<file path="config.mk">
export PLATFORM = sky130hd
export DESIGN_NAME = coin_pulse_tx_flat
export DESIGN_NICKNAME = d
export VERILOG_FILES = /design/src/rtl/coin_pulse_tx_if.sv /design/src/rtl/coin_pulse_tx.sv /design/src/flat_wrapper.sv
export SDC_FILE = /design/constraint.sdc
export NUM_CORES = 1
export LEC_CHECK = 0
export ABC_AREA = 1
export CAP_MARGIN = 10
export CELL_PAD_IN_SITES_DETAIL_PLACEMENT = 1
export CELL_PAD_IN_SITES_GLOBAL_PLACEMENT = 2
export CORE_ASPECT_RATIO = 1.2
export CORE_MARGIN = 3
export CORE_UTILIZATION = 30
export DETAILED_ROUTE_END_ITERATION = 10
export GPL_ROUTABILITY_DRIVEN = 0
export PLACE_DENSITY = 0.81
export SKIP_LAST_GASP = 1
export SLEW_MARGIN = 40
export SYNTH_ARGS = -nofsm -noshare
export SYNTH_HDL_FRONTEND = slang
export SYNTH_SLANG_ARGS = --single-unit
</file>
<file path="constraint.sdc">
create_clock -name clk -period 2.95 [get_ports clk]
set_clock_uncertainty 0.2 [all_clocks]
set_input_delay 0.59 -clock clk [delete_from_list [all_inputs] [get_ports clk]]
set_output_delay 0.59 -clock clk [all_outputs]
set_load 0.01 [all_outputs]
</file>
<file path="src/rtl/coin_pulse_tx_if.sv">
// Coin/accept link between the coin front end and the credit FSM.
// The coin front end is the master: it reads the sensor, denomination
// and current credit, and drives the strobes and status flags.
interface coin_pulse_tx_if;
    logic       coin_sense;
    logic [1:0] coin_val;
    logic [2:0] credit_in;
    logic       m;
    logic       a;
    logic       reject;
    logic       ready;
    logic       overrun;

    modport master (
        input  coin_sense, coin_val, credit_in,
        output m, a, reject, ready, overrun
    );

    modport slave (
        output coin_sense, coin_val, credit_in,
        input  m, a, reject, ready, overrun
    );
endinterface

</file>
<file path="src/rtl/coin_pulse_tx.sv">
// Coin mechanism front end: synchronises and debounces the coin sensor,
// validates the coin against the current credit and then emits one m/a
// strobe pair per credit unit. A coin is never credited twice.
module coin_pulse_tx #(
    parameter int DEBOUNCE_CYCLES = 4,
    parameter int GAP_CYCLES      = 1,
    parameter int CREDIT_MAX      = 7
) (
    input  logic              clk,
    input  logic              reset,
    coin_pulse_tx_if.master   bus
);

    typedef enum logic [2:0] {
        IDLE,
        CHECK,
        MARK,
        ACK,
        GAP,
        REJECT,
        WAIT_REL
    } state_t;

    localparam logic [3:0] DEB_LAST   = 4'(DEBOUNCE_CYCLES - 1);
    localparam logic [2:0] GAP_LAST   = (GAP_CYCLES == 0) ? 3'd0 : 3'(GAP_CYCLES - 1);
    localparam logic [3:0] CREDIT_LIM = 4'(CREDIT_MAX);

    logic       sync1_q;
    logic       sync2_q;
    logic       deb_q;
    logic       debPrev_q;
    logic [3:0] cnt_q;

    state_t     state_q, state_d;
    logic [1:0] val_q, val_d;
    logic [1:0] units_q, units_d;
    logic [2:0] gapCnt_q, gapCnt_d;
    logic       overrun_q, overrun_d;
    logic       m_q, a_q, reject_q, ready_q;

    logic       coinEvent;
    logic [3:0] sum;

    // Two-flop synchroniser followed by a stable-count debouncer.
    always_ff @(posedge clk) begin
        if (reset) begin
            sync1_q   <= 1'b0;
            sync2_q   <= 1'b0;
            deb_q     <= 1'b0;
            debPrev_q <= 1'b0;
            cnt_q     <= 4'd0;
        end else begin
            sync1_q   <= bus.coin_sense;
            sync2_q   <= sync1_q;
            debPrev_q <= deb_q;
            if (sync2_q == deb_q) begin
                cnt_q <= 4'd0;
            end else if (cnt_q == DEB_LAST) begin
                deb_q <= sync2_q;
                cnt_q <= 4'd0;
            end else begin
                cnt_q <= cnt_q + 4'd1;
            end
        end
    end

    assign coinEvent = deb_q && !debPrev_q;
    assign sum       = {1'b0, bus.credit_in} + {2'b00, val_q};

    // State register plus outputs registered from the next state, so every
    // strobe lines up with the cycle its state is occupied.
    always_ff @(posedge clk) begin
        if (reset) begin
            state_q   <= IDLE;
            val_q     <= 2'd0;
            units_q   <= 2'd0;
            gapCnt_q  <= 3'd0;
            overrun_q <= 1'b0;
            m_q       <= 1'b0;
            a_q       <= 1'b0;
            reject_q  <= 1'b0;
            ready_q   <= 1'b1;
        end else begin
            state_q   <= state_d;
            val_q     <= val_d;
            units_q   <= units_d;
            gapCnt_q  <= gapCnt_d;
            overrun_q <= overrun_d;
            m_q       <= (state_d == MARK);
            a_q       <= (state_d == ACK);
            reject_q  <= (state_d == REJECT);
            ready_q   <= (state_d == IDLE);
        end
    end

    // Next-state logic: validate, then walk MARK/ACK/GAP once per unit.
    always_comb begin
        state_d   = state_q;
        val_d     = val_q;
        units_d   = units_q;
        gapCnt_d  = gapCnt_q;
        overrun_d = overrun_q | (coinEvent && (state_q != IDLE));
        case (state_q)
            IDLE: begin
                if (coinEvent) begin
                    val_d   = bus.coin_val;
                    state_d = CHECK;
                end
            end
            CHECK: begin
                if ((val_q == 2'd0) || (sum > CREDIT_LIM)) begin
                    state_d = REJECT;
                end else begin
                    units_d = val_q;
                    state_d = MARK;
                end
            end
            MARK: begin
                gapCnt_d = 3'd0;
                state_d  = ACK;
            end
            ACK: begin
                units_d = units_q - 2'd1;
                if (units_q == 2'd1) begin
                    state_d = WAIT_REL;
                end else if (GAP_CYCLES == 0) begin
                    state_d = MARK;
                end else begin
                    state_d = GAP;
                end
            end
            GAP: begin
                if (gapCnt_q == GAP_LAST) begin
                    state_d = MARK;
                end else begin
                    gapCnt_d = gapCnt_q + 3'd1;
                end
            end
            REJECT: begin
                state_d = WAIT_REL;
            end
            WAIT_REL: begin
                if (!deb_q) begin
                    state_d = IDLE;
                end
            end
            default: begin
                state_d = IDLE;
            end
        endcase
    end

    assign bus.m       = m_q;
    assign bus.a       = a_q;
    assign bus.reject  = reject_q;
    assign bus.ready   = ready_q;
    assign bus.overrun = overrun_q;

endmodule
</file>
<file path="src/flat_wrapper.sv">
// flat-port wrapper written by rule: the top's interface ports become plain ports
module coin_pulse_tx_flat 
#(
    parameter int DEBOUNCE_CYCLES = 4,
    parameter int GAP_CYCLES      = 1,
    parameter int CREDIT_MAX      = 7
)
  (clk, reset, bus_coin_sense, bus_coin_val, bus_credit_in, bus_m, bus_a, bus_reject, bus_ready, bus_overrun);
  coin_pulse_tx_if bus_i ();
  input  logic clk;
  input  logic reset;
  input wire logic [$bits(bus_i.coin_sense)-1:0] bus_coin_sense;
  input wire logic [$bits(bus_i.coin_val)-1:0] bus_coin_val;
  input wire logic [$bits(bus_i.credit_in)-1:0] bus_credit_in;
  output wire logic [$bits(bus_i.m)-1:0] bus_m;
  output wire logic [$bits(bus_i.a)-1:0] bus_a;
  output wire logic [$bits(bus_i.reject)-1:0] bus_reject;
  output wire logic [$bits(bus_i.ready)-1:0] bus_ready;
  output wire logic [$bits(bus_i.overrun)-1:0] bus_overrun;
  assign bus_i.coin_sense = bus_coin_sense;
  assign bus_i.coin_val = bus_coin_val;
  assign bus_i.credit_in = bus_credit_in;
  assign bus_m = bus_i.m;
  assign bus_a = bus_i.a;
  assign bus_reject = bus_i.reject;
  assign bus_ready = bus_i.ready;
  assign bus_overrun = bus_i.overrun;
  coin_pulse_tx #(.DEBOUNCE_CYCLES(DEBOUNCE_CYCLES), .GAP_CYCLES(GAP_CYCLES), .CREDIT_MAX(CREDIT_MAX)) u_core (.clk(clk), .reset(reset), .bus(bus_i));
endmodule
</file>
==> impl_results.md <==
* Main combinational cell family by area after synthesis: simple AND/OR/NAND/NOR gates
* Reg2reg end: u_core.bus.ready
* Simple-Gate Fraction of Synth Area at approximately 30%
* FP Rows at 22
* Reg-to-reg startpoint: u_core.val_q[1]
* Number of global-route vias before repair at 955
* Most frequent cells in the layout: nor2_1, dfxtp_1, nand2_1
* Avg Inst Size Synth at approximately 7.5 µm²
* CP max stage delay at around 540 ps
* Crit path max-delay cell type: clkdlybuf4s50_1
* DIE AREA at 0.004220 mm²
* DRT antenna net count at 0
* Commonest non-fill, non-tap cell in the layout: nor2_1
* Clock sinks at 23
* ANT cells at 0
* Initial antenna violation count at 0
* Clock root cell: clkbuf_4
* Final Max Slew Viols at 0
* Class of the most critical setup path: flip-flop to output port
* Top Family by Delay on Critical Path: buffers and inverters
* CTS max path bufs at 2
* Gr ovfl total at 0
* Layout cells sized above 1 at ~14%
* Top cells by area, synth: dfxtp_1, nor2_1, nand2_1
* Outcome: completed
* Post-Synth XOR/XNOR Area at less than 1%
* CTS tree: built
* DP Wirelength at around 1800 µm
* First-pass detailed-route iteration total at 3
* Height of the die at 70.57 µm
* First-pass GRT wire length at approximately 4000 µm
* Reg2Reg Depth at 9
* Initial DRC count at 18
* Post-synthesis mux area share at 0%
* Crit path DAT at ~1200 ps
* Buf/Inv on CP at 1
* Hold Vio Cnt, Final at 0
* Pwr Density at approximately 390 mW/mm²
* H-tree depth at 1
* Largest net degree at the start of global routing at 14
* Synth Area in Compound Gates at a little over a tenth
* Drc violations at 0
* Fmax at around 0.50 GHz
* WP data required at 2160 ps
* RSZ-0062 raised after global routing: no
* Width of the die at between 50 and 60 µm
* Post-layout minimum cycle time at 1990 ps
* Tcrit/Tclk final at 67.45%
* Worst-path clk slew at about 130 ps
* Ys Warns at 0
* Total global-route track usage at between 10% and 20%
* Capture point of the worst path: bus_overrun
* R2R Setup Slk at between 1000 and 1500 ps
* Number of max-cap violations at 0
* Final #Nets at between 150 and 200
* Final cell count without fillers at 191
* Syn nets at 152
* Ports at 13
* Critical-path cell list: clkdlybuf4s50_1
* Peak VDD IR at 0.1718 mV
* Setup TNS at 0 ps
* Synth Cell Area at 0.001042 mm²
* Final setup vio count at 0
* Synth-to-Final Area Change at 18.85%
* Leak Pwr at between 0.5 and 0.6 nW
* CTS Hold Bufs at 0
* Slew headroom at 78.64%
* Worst-Skew Late Latency at 310 ps
* Final core occ at around two fifths
* Postcts setup bufs at 0
* Register area share after synthesis at roughly 44%
* Synth unique cells at 20
* Worst Setup SP: u_core.bus.overrun
* CP Capture Type: output port
* Post-Syn Instances at about 140
* Initial core utilization at 32.64%
* Crit-path max FO at 2
* Placed Cells at around 190
* Cell taking the most area after synthesis: dfxtp_1
* Resized Gates After CTS at 0
* Fill cells at approximately 400
* Worst setup SP type: flip-flop
* HP Class: flip-flop to flip-flop
* CP Depth at 1
* Flops & latches, synth at 23
* WHS Path Cells at 2
* Core Footprint at between 0.003 and 0.004 mm²
* DR vias at just over 900
* Cts bufs inserted at 3
* Worst-Margin Slew at between 300 and 400 ps
* PortBufs at 12
* DR vias/cell at about 4.8
* WL final at approximately 2200 µm
* Synthesized-area fraction occupied by adder cells at between 6 and 7%
* DR WL/cell at roughly 11 µm
* Yosys top cell area share at about 44%
-- flip-flops by register name, summed over array words and instances, names as in the netlist --
| register | cells |
|---|---|
| u_core.cnt_q | 4 |
| u_core.state_q | 3 |
| u_core.bus.m | 1 |
| u_core.bus.ready | 1 |
| u_core.val_q | 2 |
| u_core.bus.reject | 1 |
| u_core.debPrev_q | 1 |
| u_core.sync2_q | 1 |
| u_core.deb_q | 1 |
| u_core.bus.overrun | 1 |
| u_core.sync1_q | 1 |
| u_core.gapCnt_q | 3 |
| u_core.bus.a | 1 |
| u_core.units_q | 2 |
-- final cells by class --
| class | count | area (µm²) | share of cell area, % |
|---|---|---|---|
| Clock buffer | 3 | 22.52 | 1.818 |
| Inverter | 23 | 86.33 | 6.970 |
| Clock inverter | 1 | 5.005 | 0.4040 |
| Timing Repair Buffer | 13 | 127.6 | 10.30 |
| Tap cell | 36 | 45.04 | 3.636 |
| Multi-Input combinational cell | 92 | 491.7 | 39.70 |
| Sequential cell | 23 | 460.4 | 37.17 |
-- cells by family (layout without fill, tap and decap cells) --
| family | Yosys count | in the layout |
|---|---|---|
| flip-flops | 23 | 23 |
| buffers and inverters | 24 | 40 |
| AO/OA/AOI/OAI | 19 | 19 |
| XOR/XNOR | 1 | 1 |
| adder cells (fa/ha/maj) | 5 | 5 |
| AND/OR/NAND/NOR | 67 | 67 |
-- metrics by stage --
step | setup WS, ps | hold slack, ps | power [W] | instance area (µm²)
finish | 960.3 | 213.4 | 0.0004791 | 1239
global route | 892.5 | 234.2 | 0.0005051 | 1239
CTS | 930.5 | 219.6 | 0.0004901 | 1239
detailed placement | 643.5 | 199.7 | 0.0003418 | 1211
global placement | 730.2 | 193.1 | 0.0003408 | 1211
floorplan | 1224 | 188.3 | 0.0003280 | 1042
-- how the worst min path moves through the flow --
| stage | start | to | slack [ps] |
|---|---|---|---|
| CTS | u_core.sync1_q | u_core.sync2_q | 220 |
| floorplan | u_core.sync1_q | u_core.sync2_q | 190 |
| detailed placement | u_core.sync1_q | u_core.sync2_q | 200 |
| global placement | u_core.sync1_q | u_core.sync2_q | 190 |
| global route | u_core.sync1_q | u_core.sync2_q | 230 |
| finish | u_core.sync1_q | u_core.sync2_q | 210 |
-- cells in the mapped netlist (all sizes together) --
cell type / n
nor2: 28
dfxtp: 23
inv: 23
nand2: 22
nand3: 13
a21oi: 10
o21ai: 9
ha: 5
nand4: 2
clkbuf: 1
nor3: 1
or2: 1
xor2: 1
-- worst register-to-register path: stages (launching register included) --
cell and delay, ps:
dfxtp_1 360, ha_1 190, nand2_1 60, inv_1 40
nor2_1 220, nand3_2 160, nand2_1 110, nor2_1 40
nand3_1 80, nand2_1 50
-- metal layers --
layer  vias to the layer above  track usage [%]  part of all wire [%]
met5                         -                0                     0
met4                         0            5.172                   2.3
met3                         5            2.190                   1.8
met2                         8            22.60                    55
met1                       429            13.10                    40
li1                        468                -                     -
-- power breakdown --
group          switching [W]  internal, W  total [W]
logic             0.00000920    0.0000116  0.0000208
registers         0.00000103     0.000312   0.000313
clock network      0.0000943    0.0000506   0.000145
total               0.000104     0.000375   0.000479
Note: power is estimated with default switching activity, not from simulation.
